==> config.mk <==
export PLATFORM = sky130hd
export DESIGN_NAME = cvtshift_iter
export DESIGN_NICKNAME = d
export VERILOG_FILES = /design/src/rtl/cvtshift_pkg.sv /design/src/rtl/cvtshift_step.sv /design/src/rtl/cvtshift_iter.sv
export SDC_FILE = /design/constraint.sdc
export NUM_CORES = 1
export LEC_CHECK = 0
export CAP_MARGIN = 20
export CORE_UTILIZATION = 25
export DETAILED_ROUTE_END_ITERATION = 8
export PLACE_DENSITY = 0.48
export SYNTH_ARGS = -nofsm -noshare
export SYNTH_HDL_FRONTEND = slang
export SYNTH_HIERARCHICAL = 1
export SYNTH_SLANG_ARGS = --single-unit
==> constraint.sdc <==
create_clock -name clk -period 2.87 [get_ports clk]
set_input_delay 0.574 -clock clk [delete_from_list [all_inputs] [get_ports clk]]
set_output_delay 0.574 -clock clk [all_outputs]
set_load 0.005 [all_outputs]
==> src/rtl/cvtshift_pkg.sv <==
// Shared types and helpers for the iterative conversion shifter.
package cvtshift_pkg;

  typedef enum logic [1:0] {
    IDLE,
    SHIFT,
    DONE
  } cvtshift_state_t;

  // Fraction length per output format: single, double, half, quad
  localparam int FRAC_LEN [4] = '{23, 52, 10, 112};

  function automatic int calc_logsh(input int shw);
    return $clog2(shw);
  endfunction

  function automatic int calc_niter(input int logsh, input int bpc);
    return (logsh + bpc - 1) / bpc;
  endfunction

  // Formats wider than the datapath are clipped to the widest fraction we carry
  function automatic int frac_len(input int fmt, input int nf);
    int f;
    if (fmt >= 0 && fmt < 4) f = FRAC_LEN[fmt];
    else f = nf;
    return (f > nf) ? nf : f;
  endfunction

endpackage

==> src/rtl/cvtshift_step.sv <==
// One iteration of the normalising shift: BITS_PER_CYC log-shifter stages
// driven by the shift-amount bits selected by the iteration index.
module cvtshift_step #(
  parameter int SHW          = 118,
  parameter int LOGSH        = 7,
  parameter int BITS_PER_CYC = 2,
  parameter int CNTW         = 3
) (
  input  logic [SHW-1:0]   din,
  input  logic [LOGSH-1:0] amt,
  input  logic [CNTW-1:0]  idx,
  output logic [SHW-1:0]   dout
);

  logic [SHW-1:0] stage;

  // Amount bits past LOGSH in the last iteration are treated as zero
  always_comb begin
    stage = din;
    for (int j = 0; j < BITS_PER_CYC; j++) begin
      if ((int'(idx) * BITS_PER_CYC + j) < LOGSH) begin
        if (amt[int'(idx) * BITS_PER_CYC + j])
          stage = stage << (1 << (int'(idx) * BITS_PER_CYC + j));
      end
    end
    dout = stage;
  end

endmodule

==> src/rtl/cvtshift_iter.sv <==
// Iterative handshaked conversion shifter: input select, underflow flag, multi-cycle left shift.
// Optional abort input enabled by defining CVTSHIFT_FLUSH_EN.
module cvtshift_iter
  import cvtshift_pkg::*;
#(
  parameter int XLEN         = 64,
  parameter int NF           = 52,
  parameter int NE           = 11,
  parameter int CVTLEN       = 65,
  parameter int FMTBITS      = 2,
  parameter int BITS_PER_CYC = 2,
  localparam int SHW         = CVTLEN + NF + 1,
  localparam int LOGSH       = calc_logsh(SHW)
) (
  input  logic               clk,
  input  logic               reset_n,
  input  logic               InValid,
  output logic               InReady,
  input  logic               XZero,
  input  logic               ToInt,
  input  logic               IntToFp,
  input  logic               CvtResSubnormUf,
  input  logic [FMTBITS-1:0] OutFmt,
  input  logic [NE:0]        CvtCe,
  input  logic [NF:0]        Xm,
  input  logic [CVTLEN-1:0]  CvtLzcIn,
  input  logic [LOGSH-1:0]   ShiftAmt,
`ifdef CVTSHIFT_FLUSH_EN
  input  logic               Flush,
`endif
  output logic               OutValid,
  input  logic               OutReady,
  output logic [SHW-1:0]     CvtShiftOut,
  output logic               CvtResUf
);

  localparam int NITER = calc_niter(LOGSH, BITS_PER_CYC);
  localparam int CNTW  = $clog2(NITER + 1);

  cvtshift_state_t  state;
  logic [SHW-1:0]   sh_reg;
  logic [SHW-1:0]   sel_in;
  logic [SHW-1:0]   step_out;
  logic [LOGSH-1:0] amt_q;
  logic [CNTW-1:0]  cnt;
  logic             uf_next;
  logic             uf_q;
  logic             in_ready_q;
  logic             out_valid_q;
  logic             flush_i;

`ifdef CVTSHIFT_FLUSH_EN
  assign flush_i = Flush;
`else
  assign flush_i = 1'b0;
`endif

  // ToInt folds the implicit one into the sticky slot when the exponent is negative
  always_comb begin
    sel_in = '0;
    if (ToInt)
      sel_in = {{XLEN{1'b0}}, Xm[NF] & ~CvtCe[NE], Xm[NF-1] | (CvtCe[NE] & Xm[NF]),
                Xm[NF-2:0], {(CVTLEN-XLEN){1'b0}}};
    else if (CvtResSubnormUf)
      sel_in = {{(NF-1){1'b0}}, Xm, {(CVTLEN-NF+1){1'b0}}};
    else
      sel_in = {CvtLzcIn, {(NF+1){1'b0}}};
  end

  assign uf_next = ~XZero & ~IntToFp & ~ToInt &
                   (int'($signed(CvtCe)) < -frac_len(int'(OutFmt), NF));

  cvtshift_step #(
    .SHW          (SHW),
    .LOGSH        (LOGSH),
    .BITS_PER_CYC (BITS_PER_CYC),
    .CNTW         (CNTW)
  ) u_step (
    .din  (sh_reg),
    .amt  (amt_q),
    .idx  (cnt),
    .dout (step_out)
  );

  // Control and datapath; flush outranks both accept and the output handshake
  always_ff @(posedge clk or negedge reset_n) begin
    if (!reset_n) begin
      state       <= IDLE;
      sh_reg      <= '0;
      amt_q       <= '0;
      cnt         <= '0;
      uf_q        <= 1'b0;
      in_ready_q  <= 1'b1;
      out_valid_q <= 1'b0;
    end else if (flush_i) begin
      state       <= IDLE;
      cnt         <= '0;
      in_ready_q  <= 1'b1;
      out_valid_q <= 1'b0;
    end else begin
      case (state)
        IDLE: begin
          if (InValid) begin
            sh_reg     <= sel_in;
            amt_q      <= ShiftAmt;
            cnt        <= '0;
            uf_q       <= uf_next;
            in_ready_q <= 1'b0;
            state      <= SHIFT;
          end
        end
        SHIFT: begin
          sh_reg <= step_out;
          cnt    <= cnt + 1'b1;
          if (cnt == CNTW'(NITER - 1)) begin
            state       <= DONE;
            out_valid_q <= 1'b1;
          end
        end
        DONE: begin
          if (OutReady) begin
            state       <= IDLE;
            out_valid_q <= 1'b0;
            in_ready_q  <= 1'b1;
          end
        end
        default: begin
          state       <= IDLE;
          in_ready_q  <= 1'b1;
          out_valid_q <= 1'b0;
        end
      endcase
    end
  end

  assign InReady     = in_ready_q;
  assign OutValid    = out_valid_q;
  assign CvtShiftOut = sh_reg;
  assign CvtResUf    = uf_q;

endmodule

==> flow_summary_export.csv, run 1 <==
group,metric,value,unit
route,drt-initial-drc-count,2486,
logic_synthesis,synth_top_family_by_area,"compound AO/OA/AOI/OAI gates",
clocking,clockRootBuffer,"clkbuf_16",
worst_setup_path,crit_slowest_cell,"dfrtp_4",
logic_synthesis,synth_area,14810,um^2
placed_design,post-place-ws,-557.6,ps
worst_setup_path,cpMostUsedCell,"buf_12",
route,drt-vias-per-instance,6.185,
logic_synthesis,synth_fa_ha_area_frac,0.01605,
clocking,cts_buffers,17,
placed_design,place_area,21490,um^2
logic_synthesis,synthCells,1947,
clocking,cts.sinks,133,
route,wl_per_cell,34.62,um
global_route,grt_use_met3,0.07126,
hold_path,holdCritPathClass,"in2async",
worst_setup_path,arrival,3240,ps
timing,finClkSkew,24.11,ps
timing,fmax,349.5,MHz
global_route,grt-ovfl-total,0,
logic_synthesis,synth_compound_area_frac,0.3344,
logic_synthesis,synth_xor_area_frac,0,
global_route,track_usage,0.3666,
finish,fill_cells,6096,
route,vias,20300,
clocking,cts_buffer_depth,2,
global_route,busiest_layer,"met2",
logic_synthesis,async_reset_ff_frac,1.000,
finish,drive_gt1_frac,0.2583,
floorplanning,boundaryPins,268,
finish,stdcell_area,22700,um^2
placed_design,routabilityCongestion,0.9984,
timing,period_needed,2862,ps
job,maxCapViolCount,0,
timing,finalMaxSlewViolations,0,
logic_synthesis,synth_top_area_cell,"dfrtp_1",
timing,tightest_slew,741.3,ps
placed_design,dp_hpwl,88440,um
route,routed_wl,113600,um
worst_setup_path,path_cells,"buf_4 -> buf_12 -> clkinvlp_4 -> buf_12 -> buf_12 -> nand2_1 -> a32oi_2 -> buf_4 -> o22ai_1 -> a311o_1 -> a221o_1",
worst_setup_path,start_kind,"register",
worst_setup_path,slowest_delay,560,ps
global_route,use_met1,0.4608,
worst_setup_path,crit_family,"buffers and inverters",
timing,max-slew-margin-rel,0.5058,
logic_synthesis,yosysMostFrequentCell,"nand2_1",
floorplanning,die-height,245.4,um
finish,syn_to_final_growth,53.24,%
logic_synthesis,synth-edff-count,0,
logic_synthesis,synth_cell_type_count,84,
clocking,cts.htree.levels,4,
global_route,grt_pass1_vias,19550,
finish,nets,2669,
timing,fin_crit_sh,0.9970,
timing,setup_violations,0,
logic_synthesis,syn_area_per_cell,7.609,um^2
global_route,antenna_found_initial,3,
logic_synthesis,ys.flop_type,"dfrtp_1",
logic_synthesis,ys_ff_latch,133,
clocking,cts_tree,"done",
route,drc_errors,0,
logic_synthesis,ys_seq_area_frac,0.2247,
logic_synthesis,synth.area.top_cells,"dfrtp_1, mux2i_1, nand2_1",
clocking,clk_latency,510,ps
route,drtPass1Iterations,7,
worst_setup_path,crit_required,3250,ps
run_status,status,"completed",
worst_setup_path,r2r_slack,8,ps
floorplanning,die_area,60230,um^2
floorplanning,die_w,245.4,um
finish,postLayoutCoreUtil,0.3905,
floorplanning,coreArea,58140,um^2
timing,fin_ws,8.477,ps
worst_setup_path,crit_fanout,16,
global_route,grt_first_pass_wirelength,154900,um
worst_setup_path,cp-end-kind,"register",
worst_setup_path,worst-path-buf-inv,6,
global_route,grt.met2_usage,0.5839,
logic_synthesis,yosys_warnings,6,
logic_synthesis,yosys.area.top_type_share,0.2230,
placed_design,portBuffers,267,
logic_synthesis,synth-simple-area-share,0.2005,
clocking,holdBufCountCts,0,
floorplanning,num_rows,88,
route,drtAntennaViolNets,0,
logic_synthesis,synthMuxAreaShare,0.1521,
logic_synthesis,synthTopCellsByCount,"nand2_1, nor2_1, mux2i_1",
clocking,path_clk_slew,80,ps
worst_setup_path,criticalPathCategory,"reg2reg",
global_route,grt_max_degree,81,
timing,rsz0062_at_grt,"yes",
floorplanning,start_util,0.2548,
timing,final_hold_viol_count,0,
[cell usage in the layout (no fill, tap or decap), drive strengths merged, types with 9 or more instances in the layout]
cell and n:
nor2 217, clkdlybuf4s50 265, o211ai 9, a31oi 113
ha 19, o22ai 70, clkbuf 21, inv 22
mux2i 134, a221oi 13, buf 472, dfrtp 132
mux2 21, o21ai 122, a22oi 55, nand2b 17
nand3b 25, conb 11, nand2 254, nor3 16
or3 10, o32a 11, a22o 15, mux4 30
a221o 59, a211oi 16, nor2b 14, nand3 80
o221ai 31, a21oi 103
[per-layer routing]
| metal | vias up | wire length [um] | part of all wire |
|---|---|---|---|
| li1 | 8612 | - | - |
| met1 | 10070 | 45440 | 0.40 |
| met2 | 1317 | 51360 | 0.45 |
| met3 | 299 | 9641 | 0.085 |
| met4 | 2 | 7153 | 0.063 |
| met5 | - | 14 | 0.00012 |
[worst register-to-register path, stage by stage (launching register included)]
cell and delay (ps):
dfrtp_4 560, buf_4 200, buf_12 150, clkinvlp_4 180, buf_12 170, buf_12 180, nand2_1 110, a32oi_2 280
buf_4 180, o22ai_1 70, a311o_1 330, a221o_1 330
[flip-flops by register name, summed over array words and instances, names as in the netlist]
name / count
CvtShiftOut: 118
OutValid: 1
CvtResUf: 1
cnt: 3
InReady: 1
amt_q: 7
state: 2
[final cells by class]
class	count	area (um^2)	share of cell area
Antenna cell	1	2.502	0.0001102
Timing Repair Buffer	742	6950	0.3062
Clock buffer	17	425.4	0.01874
Sequential cell	133	3338	0.1470
Multi-Input combinational cell	1595	10810	0.4763
Clock inverter	15	155.1	0.006834
Inverter	14	60.06	0.002645
Tap cell	765	957.2	0.04216
[per-stage QoR]
step                TNS, ps  std cells  hold WS (ps)
floorplan                 0       1956         278.4
global placement      -3558       3228         502.8
detailed placement    -4003       3228         511.7
CTS                  -2.529       3264         94.28
global route         -155.1       3281         109.4
finish                    0       3282         87.10
[timing repair]
action | CTS | global route
buffers inserted | 4 | 13
gates resized for setup | 27 | 66
setup endpoints to repair | 33 | 60
gates cloned | 0 | 4
pin swaps | 5 | 8
[path summary, 6_finish.rpt]
| kind | to | start | cells past startpoint |
|---|---|---|---|
| worst max-delay path | CvtShiftOut[56] | cnt[0] | 11 |
| worst min-delay path | CvtResUf | reset_n | 1 |
| worst max register to register | CvtShiftOut[56] | cnt[0] | 11 |
| worst min register to register | amt_q[5] | amt_q[5] | 2 |
| max in group asynchronous | CvtShiftOut[106] | reset_n | 2 |
| min in group clk | amt_q[5] | amt_q[5] | 2 |
[cell families after synthesis]
| logic type | after synthesis |
|---|---|
| AOI/OAI and AO/OA | 711 |
| DFF | 133 |
| buffers and inverters | 228 |
| and+or+nand+nor | 669 |
| muxes | 185 |
| adders and majority gates | 19 |
| other | 2 |
Power of run 1 is left out: the tool's default activity adds up to more than one toggle a clock period on the data nets, which glitch-free logic cannot reach.
==> inputs of run 2 (changes only) <==
--- a/config.mk
+++ b/config.mk
@@ -8,7 +8,7 @@
 export CAP_MARGIN = 20
 export CORE_UTILIZATION = 25
 export DETAILED_ROUTE_END_ITERATION = 8
-export PLACE_DENSITY = 0.48
+export PLACE_DENSITY_LB_ADDON = 0.08
 export SYNTH_ARGS = -nofsm -noshare
 export SYNTH_HDL_FRONTEND = slang
 export SYNTH_HIERARCHICAL = 1
==> flow_summary_export.csv, run 2 (synthesized netlist as in run 1, its figures left out) <==
group,metric,value,unit
run_status,status,"completed",
timing,rsz0062_at_grt,"yes",
hold_path,worstHoldStart,"amt_q[5]",
worst_setup_path,cpMostUsedCell,"buf_4",
hold_path,min_path_cells,2,
clocking,clk_latency,510,ps
worst_setup_path,crit_family,"buffers and inverters",
worst_setup_path,cp-end-kind,"register",
timing,tightest_slew,741.9,ps
route,drtPass1Iterations,8,
worst_setup_path,critPathLaunch,"cnt[1]",
worst_setup_path,rr_worst_depth,13,
route,drtAntennaViolNets,0,
floorplanning,start_util,0.2548,
finish,multi_input_area,10660,um^2
timing,period_needed,2821,ps
finish,final_cells,3233,
finish,syn_to_final_growth,48.19,%
floorplanning,boundaryPins,268,
worst_setup_path,criticalPathCategory,"reg2reg",
finish,largest_reg_flops,118,
route,drc_errors,0,
floorplanning,die_area,60230,um^2
floorplanning,num_rows,88,
placed_design,place_area,21160,um^2
job,maxCapViolCount,0,
finish,regArea,3338,um^2
route,drt-initial-drc-count,2029,
finish,fill_cells,6160,
clocking,cts_tree,"done",
worst_setup_path,r2r_slack,50,ps
timing,finalMaxSlewViolations,0,
finish,layout_commonest_cell,"buf_4",
clocking,cts_buffer_depth,2,
finish,nets,2619,
worst_setup_path,arrival,3230,ps
worst_setup_path,path_cells,"mux2i_1 -> buf_4 -> o22a_4 -> buf_12 -> buf_4 -> nand2_1 -> nand3_1 -> o21ai_0 -> buf_4 -> a21oi_1 -> buf_4 -> nor2_1 -> a31oi_1",
hold_path,holdCritPathClass,"reg2reg",
clocking,path_clk_slew,70,ps
worst_setup_path,crit_fanout,25,
timing,final_hold_viol_count,0,
timing,setup_violations,0,
placed_design,portBuffers,267,
worst_setup_path,crit_required,3280,ps
finish,layout_common_cells,"buf_4, clkdlybuf4s50_1, nand2_1",
route,wl_per_cell,33.62,um
floorplanning,coreArea,58140,um^2
finish,stdcell_area,21950,um^2
timing,max-slew-margin-rel,0.5054,
placed_design,dp_hpwl,84600,um
route,routed_wl,108700,um
global_route,grt-ovfl-total,0,
timing,finalSetupTns,0,ps
placed_design,placed_cells,3195,
worst_setup_path,start_kind,"register",
worst_setup_path,slowest_delay,530,ps
timing,fin_crit_sh,0.9829,
worst_setup_path,worst-path-buf-inv,5,
timing,finClkSkew,23.67,ps
clocking,cts.sinks,133,
global_route,antenna_found_initial,4,
route,vias,19810,
clocking,clockRootBuffer,"clkbuf_16",
route,drt-vias-per-instance,6.127,
global_route,grt_pass1_vias,19170,
global_route,grt_max_degree,95,
finish,drive_gt1_frac,0.2315,
clocking,cts.htree.levels,4,
clocking,cts_buffers,17,
global_route,track_usage,0.3556,
worst_setup_path,r2r_start,"cnt[1]",
floorplanning,die_w,245.4,um
timing,fmax,354.5,MHz
floorplanning,die-height,245.4,um
worst_setup_path,path_depth,13,
worst_setup_path,crit_slowest_cell,"dfrtp_4",
global_route,grt_first_pass_wirelength,151300,um
placed_design,routabilityCongestion,1.035,
## run 2: cell types whose count changed in the layout (fill, tap and decap cells not counted), sizes merged
cell	previous run	this run
buf	472	426
clkinv	2	8
inv	22	17
clkbuf	21	17
clkinvlp	4	2
bufinv	1	2
diode	1	2
dlygate4sd3	0	1
dlymetal6s2s	1	0
## run 2: path summary, 6_finish.rpt
kind | to
max in group asynchronous | CvtShiftOut[91]
hold reg to reg | amt_q[5]
hold / removal | amt_q[5]
setup / recovery | CvtShiftOut[117]
min in group asynchronous | CvtShiftOut[99]
setup reg to reg | CvtShiftOut[117]
## run 2: final cells by class
cell class,instances,share of cell area
Antenna cell,2,0.0002280
Tap cell,765,0.04360
Sequential cell,133,0.1521
Clock inverter,15,0.007751
Inverter,14,0.002394
Multi-Input combinational cell,1595,0.4855
Timing Repair Buffer,692,0.2891
Clock buffer,17,0.01938
## run 2: tightest hold or removal path, cell delays in order (launching register included)
cell     delay [ps]
dfrtp_1         360
nand2_1          60
nand2_1          60
## run 2: per-layer routing
| layer | vias to the layer above | share of wire | GRT usage | wire [um] |
|---|---|---|---|---|
| li1 | 8495 | - | - | - |
| met5 | - | 0.00025 | 0 | 27 |
| met4 | 4 | 0.057 | 0.1918 | 6186 |
| met2 | 1176 | 0.46 | 0.5685 | 49500 |
| met3 | 247 | 0.072 | 0.05479 | 7795 |
| met1 | 9886 | 0.42 | 0.4583 | 45170 |
## run 2: what timing repair did
action / CTS / global route
setup buffers: 1 / 2
gates resized for setup: 9 / 32
setup endpoints to repair: 13 / 34
hold endpoints to repair: 1 / 0
hold buffers: 1 / 0
pin swaps: 1 / 2
## run 2: stage by stage
| stage | hold slack [ps] | setup slack [ps] | utilization |
|---|---|---|---|
| 2_1_floorplan | 278.4 | 301.7 | - |
| 6_report | 502.5 | 49.07 | 0.3776 |
| 3_5_place_dp | 491.1 | -431.1 | 0.3640 |
| 5_1_grt | 536.6 | -20.27 | 0.3775 |
| 3_3_place_gp | 491.2 | -405.3 | 0.3640 |
| 4_1_cts | 509.2 | 0.2385 | 0.3750 |
Power of run 2 is left out for the same reason.
